==> src/rtl/int_regfile_scoreboard_if.sv <==
// Issue/writeback bundle between the writeback stage, the issue stage and
// the integer register file / busy-bit scoreboard.
interface int_regfile_scoreboard_if #(
  parameter int XLEN  = 32,
  parameter int IDX_W = 5
);
  logic             i_wb_valid;
  logic [IDX_W-1:0] i_wb_idx;
  logic [XLEN-1:0]  i_wb_data;
  logic             i_flush;
  logic             i_issue_valid;
  logic [IDX_W-1:0] i_rs1_idx;
  logic             i_rs1_used;
  logic [IDX_W-1:0] i_rs2_idx;
  logic             i_rs2_used;
  logic [IDX_W-1:0] i_rd_idx;
  logic             i_rd_wr;
  logic [XLEN-1:0]  o_rs1_data;
  logic [XLEN-1:0]  o_rs2_data;
  logic             o_stall;
  logic             o_ready;
  logic [IDX_W:0]   o_busy_count;

  modport slave (
    input  i_wb_valid, i_wb_idx, i_wb_data, i_flush,
    input  i_issue_valid, i_rs1_idx, i_rs1_used, i_rs2_idx, i_rs2_used,
    input  i_rd_idx, i_rd_wr,
    output o_rs1_data, o_rs2_data, o_stall, o_ready, o_busy_count
  );

  modport master (
    output i_wb_valid, i_wb_idx, i_wb_data, i_flush,
    output i_issue_valid, i_rs1_idx, i_rs1_used, i_rs2_idx, i_rs2_used,
    output i_rd_idx, i_rd_wr,
    input  o_rs1_data, o_rs2_data, o_stall, o_ready, o_busy_count
  );
endinterface

==> src/rtl/int_regfile_scoreboard.sv <==
// Integer architectural register file with busy-bit scoreboard.
// After reset an INIT sweep zeroes x1..x(N-1), then RUN serves bypassed
// operands, a RAW/WAW issue stall and a registered busy count.
module int_regfile_scoreboard #(
  parameter int NUM_REGS = 32,
  parameter int XLEN     = 32,
  parameter int IDX_W    = 5
) (
  input  logic                     i_clk,
  input  logic                     i_rst_n,
  int_regfile_scoreboard_if.slave  bus
);

  typedef enum logic {INIT, RUN} state_t;

  state_t              state, state_nxt;
  logic [IDX_W-1:0]    init_ptr;
  logic [NUM_REGS-1:0] busy, busy_nxt;
  logic [XLEN-1:0]     regs [NUM_REGS];
  logic                ready_q;
  logic [IDX_W:0]      busy_cnt_q, busy_cnt_nxt;
  logic                stall, accept;
  logic                wb_commit;
  logic                eff_busy_rs1, eff_busy_rs2, eff_busy_rd;
  logic [XLEN-1:0]     rs1_data, rs2_data;

  // x0 is never a real destination: writeback to it is dropped entirely
  assign wb_commit = bus.i_wb_valid & (bus.i_wb_idx != '0);

  // A writeback in flight releases its register for hazard purposes now
  assign eff_busy_rs1 = busy[bus.i_rs1_idx] &
                        ~(bus.i_wb_valid & (bus.i_wb_idx == bus.i_rs1_idx));
  assign eff_busy_rs2 = busy[bus.i_rs2_idx] &
                        ~(bus.i_wb_valid & (bus.i_wb_idx == bus.i_rs2_idx));
  assign eff_busy_rd  = busy[bus.i_rd_idx] &
                        ~(bus.i_wb_valid & (bus.i_wb_idx == bus.i_rd_idx));

  // State register, init sweep pointer, busy vector and registered status
  always_ff @(posedge i_clk or negedge i_rst_n) begin
    if (!i_rst_n) begin
      state      <= INIT;
      init_ptr   <= IDX_W'(1);
      busy       <= '0;
      ready_q    <= 1'b0;
      busy_cnt_q <= '0;
    end else begin
      state      <= state_nxt;
      if (state == INIT) init_ptr <= init_ptr + IDX_W'(1);
      busy       <= busy_nxt;
      ready_q    <= (state_nxt == RUN);
      busy_cnt_q <= busy_cnt_nxt;
    end
  end

  // Next state plus stall/accept; INIT holds issue off unconditionally
  always_comb begin
    state_nxt = state;
    stall     = 1'b1;
    accept    = 1'b0;
    case (state)
      INIT: begin
        if (init_ptr == IDX_W'(NUM_REGS - 1)) state_nxt = RUN;
      end
      RUN: begin
        stall  = bus.i_issue_valid &
                 ((bus.i_rs1_used & eff_busy_rs1) |
                  (bus.i_rs2_used & eff_busy_rs2) |
                  (bus.i_rd_wr & (bus.i_rd_idx != '0) & eff_busy_rd));
        accept = bus.i_issue_valid & ~stall & ~bus.i_flush;
      end
      default: state_nxt = INIT;
    endcase
  end

  // Busy update: writeback clears, flush clears all, issue set wins over clear
  always_comb begin
    busy_nxt = busy;
    if (state == RUN) begin
      if (wb_commit) busy_nxt[bus.i_wb_idx] = 1'b0;
      if (bus.i_flush)
        busy_nxt = '0;
      else if (accept & bus.i_rd_wr & (bus.i_rd_idx != '0))
        busy_nxt[bus.i_rd_idx] = 1'b1;
    end
    busy_nxt[0] = 1'b0;
  end

  // Popcount of the next busy vector so the count lines up with busy
  always_comb begin
    busy_cnt_nxt = '0;
    for (int i = 0; i < NUM_REGS; i++)
      busy_cnt_nxt = busy_cnt_nxt + {{IDX_W{1'b0}}, busy_nxt[i]};
  end

  // Register array: no reset, zeroed by the INIT sweep instead
  always_ff @(posedge i_clk) begin
    if (state == INIT)
      regs[init_ptr] <= '0;
    else if (wb_commit)
      regs[bus.i_wb_idx] <= bus.i_wb_data;
  end

  // Operand read with same-cycle writeback bypass; x0 and INIT read zero
  always_comb begin
    rs1_data = '0;
    rs2_data = '0;
    if (state == RUN) begin
      if (bus.i_rs1_idx != '0)
        rs1_data = (bus.i_wb_valid & (bus.i_wb_idx == bus.i_rs1_idx)) ?
                   bus.i_wb_data : regs[bus.i_rs1_idx];
      if (bus.i_rs2_idx != '0)
        rs2_data = (bus.i_wb_valid & (bus.i_wb_idx == bus.i_rs2_idx)) ?
                   bus.i_wb_data : regs[bus.i_rs2_idx];
    end
  end

  assign bus.o_rs1_data   = rs1_data;
  assign bus.o_rs2_data   = rs2_data;
  assign bus.o_stall      = stall;
  assign bus.o_ready      = ready_q;
  assign bus.o_busy_count = busy_cnt_q;

endmodule

==> src/flat_wrapper.sv <==
// flat-port wrapper written by rule: the top's interface ports become plain ports
module int_regfile_scoreboard_flat 
#(
  parameter int NUM_REGS = 32,
  parameter int XLEN     = 32,
  parameter int IDX_W    = 5
)
  (i_clk, i_rst_n, bus_i_wb_valid, bus_i_wb_idx, bus_i_wb_data, bus_i_flush, bus_i_issue_valid, bus_i_rs1_idx, bus_i_rs1_used, bus_i_rs2_idx, bus_i_rs2_used, bus_i_rd_idx, bus_i_rd_wr, bus_o_rs1_data, bus_o_rs2_data, bus_o_stall, bus_o_ready, bus_o_busy_count);
  int_regfile_scoreboard_if #(.XLEN(XLEN), .IDX_W(IDX_W)) bus_i ();
  input  logic i_clk;
  input  logic i_rst_n;
  input wire logic [$bits(bus_i.i_wb_valid)-1:0] bus_i_wb_valid;
  input wire logic [$bits(bus_i.i_wb_idx)-1:0] bus_i_wb_idx;
  input wire logic [$bits(bus_i.i_wb_data)-1:0] bus_i_wb_data;
  input wire logic [$bits(bus_i.i_flush)-1:0] bus_i_flush;
  input wire logic [$bits(bus_i.i_issue_valid)-1:0] bus_i_issue_valid;
  input wire logic [$bits(bus_i.i_rs1_idx)-1:0] bus_i_rs1_idx;
  input wire logic [$bits(bus_i.i_rs1_used)-1:0] bus_i_rs1_used;
  input wire logic [$bits(bus_i.i_rs2_idx)-1:0] bus_i_rs2_idx;
  input wire logic [$bits(bus_i.i_rs2_used)-1:0] bus_i_rs2_used;
  input wire logic [$bits(bus_i.i_rd_idx)-1:0] bus_i_rd_idx;
  input wire logic [$bits(bus_i.i_rd_wr)-1:0] bus_i_rd_wr;
  output wire logic [$bits(bus_i.o_rs1_data)-1:0] bus_o_rs1_data;
  output wire logic [$bits(bus_i.o_rs2_data)-1:0] bus_o_rs2_data;
  output wire logic [$bits(bus_i.o_stall)-1:0] bus_o_stall;
  output wire logic [$bits(bus_i.o_ready)-1:0] bus_o_ready;
  output wire logic [$bits(bus_i.o_busy_count)-1:0] bus_o_busy_count;
  assign bus_i.i_wb_valid = bus_i_wb_valid;
  assign bus_i.i_wb_idx = bus_i_wb_idx;
  assign bus_i.i_wb_data = bus_i_wb_data;
  assign bus_i.i_flush = bus_i_flush;
  assign bus_i.i_issue_valid = bus_i_issue_valid;
  assign bus_i.i_rs1_idx = bus_i_rs1_idx;
  assign bus_i.i_rs1_used = bus_i_rs1_used;
  assign bus_i.i_rs2_idx = bus_i_rs2_idx;
  assign bus_i.i_rs2_used = bus_i_rs2_used;
  assign bus_i.i_rd_idx = bus_i_rd_idx;
  assign bus_i.i_rd_wr = bus_i_rd_wr;
  assign bus_o_rs1_data = bus_i.o_rs1_data;
  assign bus_o_rs2_data = bus_i.o_rs2_data;
  assign bus_o_stall = bus_i.o_stall;
  assign bus_o_ready = bus_i.o_ready;
  assign bus_o_busy_count = bus_i.o_busy_count;
  int_regfile_scoreboard #(.NUM_REGS(NUM_REGS), .XLEN(XLEN), .IDX_W(IDX_W)) u_core (.i_clk(i_clk), .i_rst_n(i_rst_n), .bus(bus_i));
endmodule
==> config.mk <==
export PLATFORM = sky130hd
export DESIGN_NAME = int_regfile_scoreboard_flat
export DESIGN_NICKNAME = d
export VERILOG_FILES = /design/src/rtl/int_regfile_scoreboard_if.sv /design/src/rtl/int_regfile_scoreboard.sv /design/src/flat_wrapper.sv
export SDC_FILE = /design/constraint.sdc
export NUM_CORES = 1
export LEC_CHECK = 0
export CORE_UTILIZATION = 40
export CTS_CLUSTER_DIAMETER = 200
export DETAILED_ROUTE_END_ITERATION = 12
export PLACE_DENSITY = 0.62
export RECOVER_POWER = 100
export SYNTH_ARGS = -nofsm -noshare
export SYNTH_HDL_FRONTEND = slang
export SYNTH_SLANG_ARGS = --single-unit
==> constraint.sdc <==
create_clock -name i_clk -period 7.5 [get_ports i_clk]
set_clock_uncertainty 0.15 [all_clocks]
set_input_delay 1.5 -clock i_clk [delete_from_list [all_inputs] [get_ports i_clk]]
set_output_delay 1.5 -clock i_clk [all_outputs]
set_load 0.01 [all_outputs]
==> impl_metrics.yaml, run 1 <==
outcome:
  result_of_the_run: "finished, violations left"
  violated_checks: "capacitance limit, slew limit, setup timing"
finish:
  filler_cell_count: 10900
  final_cell_count_no_fill: 4923
  design.final.nets: 3180
  postLayoutCellArea_sq_mm: 0.0601
  area_growth_syn_to_layout_pct: 14.8
  finalCoreUtilization_pct: 46.4
  drive_gt1_share_pct: 32.8
placement:
  post-place-cells: 4706
  final_hpwl_from_detailed_placement_mm: 95.9
  io_buffer_count: 131
  gpl.final_weighted_congestion: 0.885
  placement.cell_area_sq_mm: 0.0566
  dp_worst_setup_slack_ps: -671
cts:
  h_tree_level_count: 3
  cts_tree: "done"
  clk_transition_reported_paths_ps: 60
  clock_sinks: 1067
  cts_bufs_inserted: 111
  root_buffer: "clkbuf_16"
  clk_latency_ps: 720
  ctsLongestPathBuffers: 3
  count_of_hold_buffers_inserted_by_post_cts_repair: 0
floorplan:
  boundaryPins: 132
  fp.dieW_microns: 364
  initial_core_util_pct: 40.4
  floorplan.die_area_sq_mm: 0.132
  die-height_microns: 364
  core_region_area_sq_mm: 0.130
  placement_rows: 132
power_and_ir_drop:
  power_density_mw_per_mm2: 219
  total_power_mw: 13.2
  vdd_drop_max_mv: 0.191
  static-leakage-power_nw: 20.9
timing:
  setup_total_negative_slack_ps: -7.87
  maxSlewViolCount: 458
  period_needed_ps: 7510
  timing_hold_violations_final: 0
  setup-violations-final: 1
  slew_at_the_pin_closest_to_its_max_slew_limit_ps: 3150
  achievable-frequency_ghz: 0.133
  finalHoldWorstSlack_ps: 477
  relSlewSlack_pct: -110
  period_utilization_post_route_pct: 100
  postLayoutSetupSlackWorst_ps: -7.87
synth:
  syn_nets: 2955
  post_synth.cell_area_avg_sq_um: 18.3
  synth.cell_area_sq_mm: 0.0524
  yosys_register_bits: 1067
  count_of_cell_types_in_the_netlist: 60
  ys_seq_area_share_pct: 60.8
  asr_flop_ratio_synth_pct: 4.03
  ys.flop_type: "edfxtp_1"
  netlist_instances: 2861
  synth_enable_flop_cells: 1024
  yosys_warnings: 0
global_routing:
  grt-ovfl-total: 0
  grt_antenna_before_repair: 2
  grt_pass1_vias: 32900
  grt.total_usage_pct: 25.1
  first_pass_grt_wire_length_mm: 237
  grt_max_degree: 118
routing:
  drc_errors: 0
  via_count: 31700
  detail_route.vias_per_cell: 6.44
  initialDrtViolationCount: 3781
  detailedRoute.firstPassIterationCount: 6
  route.final.wire_length_mm: 167
  drt.antenna.violating_nets: 0
  wire_per_inst_microns: 33.9
critical_path:
  cp.required_ps: 5850
  critPathLaunchType: "primary input"
  worst_setup_path_end_kind: "output port"
  largest_fanout_on_the_critical_path: 68
  crit_type: "primary input to output port"
  worst-endpoint-arrival_ps: 5860
hold_path:
  timing.hold.worst.class: "flop to flop"
job:
  maxCapViolCount: 18
-- final cells by class --
type	instances	area (sq um)	area share, %
flip-flops and latches	1067	31800	52.9
diodes	1	2.50	0.00416
well taps	1742	2180	3.62
multi-input cells	1526	19500	32.4
clock buffers	136	2890	4.81
clock inverters	71	666	1.11
inverters	31	116	0.194
repair buffers	349	2980	4.95
-- worst max-delay path, stage by stage --
cell           delay (ps)
buf_8                 100
buf_4                 120
buf_4                 710
clkbuf_4             1070
mux4_2                440
mux2_2                290
a221oi_1              310
a211oi_1              110
a21oi_1               190
nor2_1                140
dlygate4sd3_1         700
-- cells in the final DEF (no fill, tap or decap), types with 25 or more instances in the layout --
cell type / instances
buf_4: 149
a211oi_1: 25
o221ai_1: 43
and2_0: 33
nor2_4: 25
clkdlybuf4s50_1: 68
nor2b_1: 30
a21oi_1: 64
nand3_1: 25
nor2_1: 73
o21ai_0: 77
o22ai_1: 40
mux2i_1: 142
clkinv_1: 26
nand2_1: 95
mux2_2: 66
clkbuf_1: 30
dfrtp_1: 42
dlygate4sd3_1: 46
clkbuf_2: 37
clkbuf_16: 112
edfxtp_1: 1024
inv_1: 30
mux4_2: 534
-- per-layer routing --
| layer | up-vias | GRT usage, % | part of all wire (%) |
|---|---|---|---|
| li1 | 12500 | - | - |
| met1 | 17000 | 33.2 | 38 |
| met2 | 1817 | 41.5 | 49 |
| met3 | 330 | 4.53 | 9.3 |
| met4 | 0 | 9.63 | 3.6 |
| met5 | - | 0 | 0 |
-- cells by family (layout without fill, tap and decap cells) --
group	count (synthesis)	after routing	share of synthesized area (%)
fa+ha+maj	34	34	1.14
flops	1067	1067	60.8
buf+inv	268	587	2.60
simple gates	362	362	3.36
xor+xnor	21	21	0.351
compound gates	364	364	4.60
mux	745	745	27.2
other cells	0	1	0
-- cell usage after synthesis (3+ instances only) --
cell type,count,area [sq um]
edfxtp_1,1024,30700
mux4_2,534,12000
mux2i_1,143,1430
clkbuf_1,126,473
nor2_1,105,394
nand2_1,95,357
o21ai_0,81,405
mux2_2,68,766
a21oi_1,67,335
o221ai_1,43,377
buf_4,42,315
dfrtp_1,42,1050
o22ai_1,40,250
buf_2,35,175
and2_1,34,213
inv_1,31,116
nor2b_1,31,194
nand3_1,26,130
a211oi_1,25,188
fa_1,23,460
o31ai_1,22,165
nand2b_1,20,125
o21a_1,20,150
o211ai_1,17,128
a221oi_1,16,140
buf_6,16,180
buf_1,15,56.3
xor2_1,13,114
ha_1,11,138
nor3_1,11,55.1
xnor2_1,8,70.1
a221o_1,6,60.1
a31oi_1,6,37.5
nand3b_1,6,45.0
nor3b_1,6,45.0
a22oi_1,5,37.5
and3_1,4,25.0
nor4_1,4,25.0
nor4b_1,4,35.0
or2_2,4,25.0
or3_1,4,25.0
a21o_1,3,22.5
buf_8,3,45.0
-- repair_timing --
action	in CTS	in global routing
gates resized for setup	0	23
endpoints found under the setup margin	0	4
buffers inserted	0	8
-- flip-flops by register name (all words and copies together) (netlist names) --
signal                   cells
u_core.state                 1
u_core.init_ptr              5
u_core.regs               1024
u_core.bus.o_busy_count      6
u_core.busy                 31
-- worst paths after layout --
kind                                                     start                              to  depth (start not counted)  slack (ps)
worst max-delay path                          bus_i_rs2_idx[1]              bus_o_rs2_data[17]                         11          -8
worst min-delay path            u_core.init_ptr[0]$_DFFE_PN1N_  u_core.init_ptr[0]$_DFFE_PN1N_                          1         480
worst max register to register          u_core.state$_DFF_PN0_    u_core.regs[5][23]$_DFFE_PP_                          6         730
worst min register to register  u_core.init_ptr[0]$_DFFE_PN1N_  u_core.init_ptr[0]$_DFFE_PN1N_                          1         480
max in group asynchronous                              i_rst_n       u_core.busy[25]$_DFF_PN0_                          1        4410
min in group asynchronous                              i_rst_n        u_core.busy[5]$_DFF_PN0_                          1        1380
-- power by group --
part           switching [mW]  internal, mW
registers             0.00507          6.56
clock network            2.42          3.03
logic                   0.684         0.498
Note: power is estimated with default switching activity, not from simulation.
==> run 2: changes to the inputs <==
--- a/config.mk
+++ b/config.mk
@@ -6,7 +6,7 @@
 export NUM_CORES = 1
 export LEC_CHECK = 0
 export CORE_UTILIZATION = 40
-export CTS_CLUSTER_DIAMETER = 200
+export CTS_CLUSTER_DIAMETER = 40
 export DETAILED_ROUTE_END_ITERATION = 12
 export PLACE_DENSITY = 0.62
 export RECOVER_POWER = 100
==> run 2 against run 1 <==
Effect of this change: first-iteration DRC count shrank 4.3%; critical path type unchanged; die area is the same; power grew 11%; clock power grew 26%; final cell count grew 1.1%; setup slack gained 80 ps; the run ends with capacitance limit, slew limit left; non-clock buffer count grew 1; flip-flop and latch count is the same; highest routed layer is now met5; count of clock-buffer cells in the layout grew 27; maximum frequency grew 1.1%; final area grew 2.5%; sequential share of layout area shrank 1.3 points.
==> impl_metrics.yaml, run 2 (synthesis results as in run 1) <==
routing:
  drt.antenna.violating_nets: 0
  initialDrtViolationCount: 3617
  detail_route.vias_per_cell: 6.43
  drc_errors: 0
  detailedRoute.firstPassIterationCount: 5
  route.final.wire_length_mm: 167
  wire_per_inst_microns: 33.5
  via_count: 32000
timing:
  relSlewSlack_pct: -61.5
  finalHoldWorstSlack_ps: 472
  period_needed_ps: 7430
  setup_repair_after_global_routing_missed_its_margin: "false"
  period_utilization_post_route_pct: 99.0
  postLayoutSetupSlackWorst_ps: 72.5
  achievable-frequency_ghz: 0.135
  setup_total_negative_slack_ps: 0
  slew_at_the_pin_closest_to_its_max_slew_limit_ps: 2420
  setup-violations-final: 0
  maxSlewViolCount: 44
  timing_hold_violations_final: 0
floorplan:
  fp.dieW_microns: 364
  placement_rows: 132
  floorplan.die_area_sq_mm: 0.132
  boundaryPins: 132
  initial_core_util_pct: 40.4
  die-height_microns: 364
  core_region_area_sq_mm: 0.130
finish:
  regMostFlops: "u_core.regs"
  finalCoreUtilization_pct: 47.5
  mostFrequentLayoutCell: "edfxtp_1"
  design.final.nets: 3211
  drive_gt1_share_pct: 34.5
  final_cell_mix: "1024 x edfxtp_1, 534 x mux4_2, 200 x buf_4"
  area_growth_syn_to_layout_pct: 17.7
  final_cell_count_no_fill: 4976
  flip_flop_count_of_the_largest_register_all_copies_and_words_added: 1024
  postLayoutCellArea_sq_mm: 0.0616
critical_path:
  worstPathCellList: "buf_8, buf_4, buf_4, clkbuf_4, mux4_2, mux2_2, a221oi_1, a211oi_1, a21oi_1, nor2_1, dlygate4sd3_1"
  crit_top_cell: "buf_4"
  worstSetupStartpoint: "bus_i_rs2_idx[1]"
  critPathLaunchType: "primary input"
  largest_fanout_on_the_critical_path: 68
  worst-endpoint-arrival_ps: 5780
  cp.required_ps: 5850
  worst_setup_path_end_kind: "output port"
  critical_path.reg2reg.startpoint: "u_core.busy[25]$_DFF_PN0_"
  crit_type: "primary input to output port"
  delay_contributed_by_the_slowest_stage_of_the_critical_path_ps: 1080
  crit_path_top_delay_cell: "clkbuf_4"
cts:
  count_of_hold_buffers_inserted_by_post_cts_repair: 0
  h_tree_level_count: 4
  clk_latency_ps: 760
  cts_tree: "done"
  ctsLongestPathBuffers: 3
  clk_transition_reported_paths_ps: 50
  clock_sinks: 1067
  root_buffer: "clkbuf_16"
  cts_bufs_inserted: 141
outcome:
  result_of_the_run: "finished, violations left"
  violated_checks: "capacitance limit, slew limit"
global_routing:
  grt_max_degree: 118
  first_pass_grt_wire_length_mm: 237
  grt_pass1_vias: 33000
  grt-ovfl-total: 0
  grt.total_usage_pct: 25.2
  grt_antenna_before_repair: 4
power_and_ir_drop:
  total_power_mw: 14.6
  static-leakage-power_nw: 21.6
  power_density_mw_per_mm2: 237
  vdd_drop_max_mv: 0.253
placement:
  placement.cell_area_sq_mm: 0.0566
  io_buffer_count: 131
  final_hpwl_from_detailed_placement_mm: 95.9
  dp_worst_setup_slack_ps: -671
  post-place-cells: 4706
  gpl.final_weighted_congestion: 0.885
hold_path:
  hold_path.startpoint: "u_core.init_ptr[0]$_DFFE_PN1N_"
  timing.hold.worst.class: "flop to flop"
job:
  maxCapViolCount: 1
## run 2: cell types whose count changed in the layout (fill, tap and decap cells not counted), moves of 9 or more
cell,change
clkbuf_16,+32
clkbuf_2,-37
clkbuf_4,-12
and2_0,-32
buf_4,+51
clkinv_4,+9
clkinvlp_4,+10
and2_1,+32
bufinv_16,+9
dlygate4sd3_1,-11
## run 2: where the power goes
group          internal [mW]  leakage (nW)  switching [mW]
Sequential              6.56          11.2         0.00512
Combinational          0.504          8.09           0.684
Clock                   4.17          2.30            2.70
## run 2: area by class of cell
class	instances	area [sq um]
fillers	10700	68000
flip-flops and latches	1067	31800
multi-input cells	1526	19500
clock buffers	163	3680
repair buffers	350	3100
well taps	1742	2180
clock inverters	95	1180
inverters	31	116
diodes	2	5.00
## run 2: metal layers
layer / vias up / GRT usage, % / routed length, microns
met5: - / 0 / 28
met4: 4 / 9.71 / 5980
met3: 345 / 5.11 / 14900
met2: 1821 / 41.5 / 82400
met1: 17200 / 33.0 / 63400
li1: 12600 / - / -
## run 2: worst paths after layout
path                                                              to  slack, ps  depth (start not counted)
worst max-delay path                              bus_o_rs2_data[17]         70                         11
worst min-delay path                  u_core.init_ptr[0]$_DFFE_PN1N_        470                          1
worst max register to register  u_core.bus.o_busy_count[4]$_DFF_PN0_        680                         24
worst min register to register        u_core.init_ptr[0]$_DFFE_PN1N_        470                          1
max in group asynchronous             u_core.init_ptr[2]$_DFFE_PN0N_       4470                          1
min in group asynchronous                   u_core.busy[4]$_DFF_PN0_       1340                          1
## run 2: worst max-delay path, delay by kind of cell
kind	cells	cell delay, ps
buffers and inverters	5	2700
multiplexers	2	730
AO/OA/AOI/OAI	3	570
AND/OR/NAND/NOR	1	120
## run 2: repair_timing
item	4_1_cts	5_1_grt
setup endpoints to repair	0	4
setup buffers	0	9
resized for setup	0	29
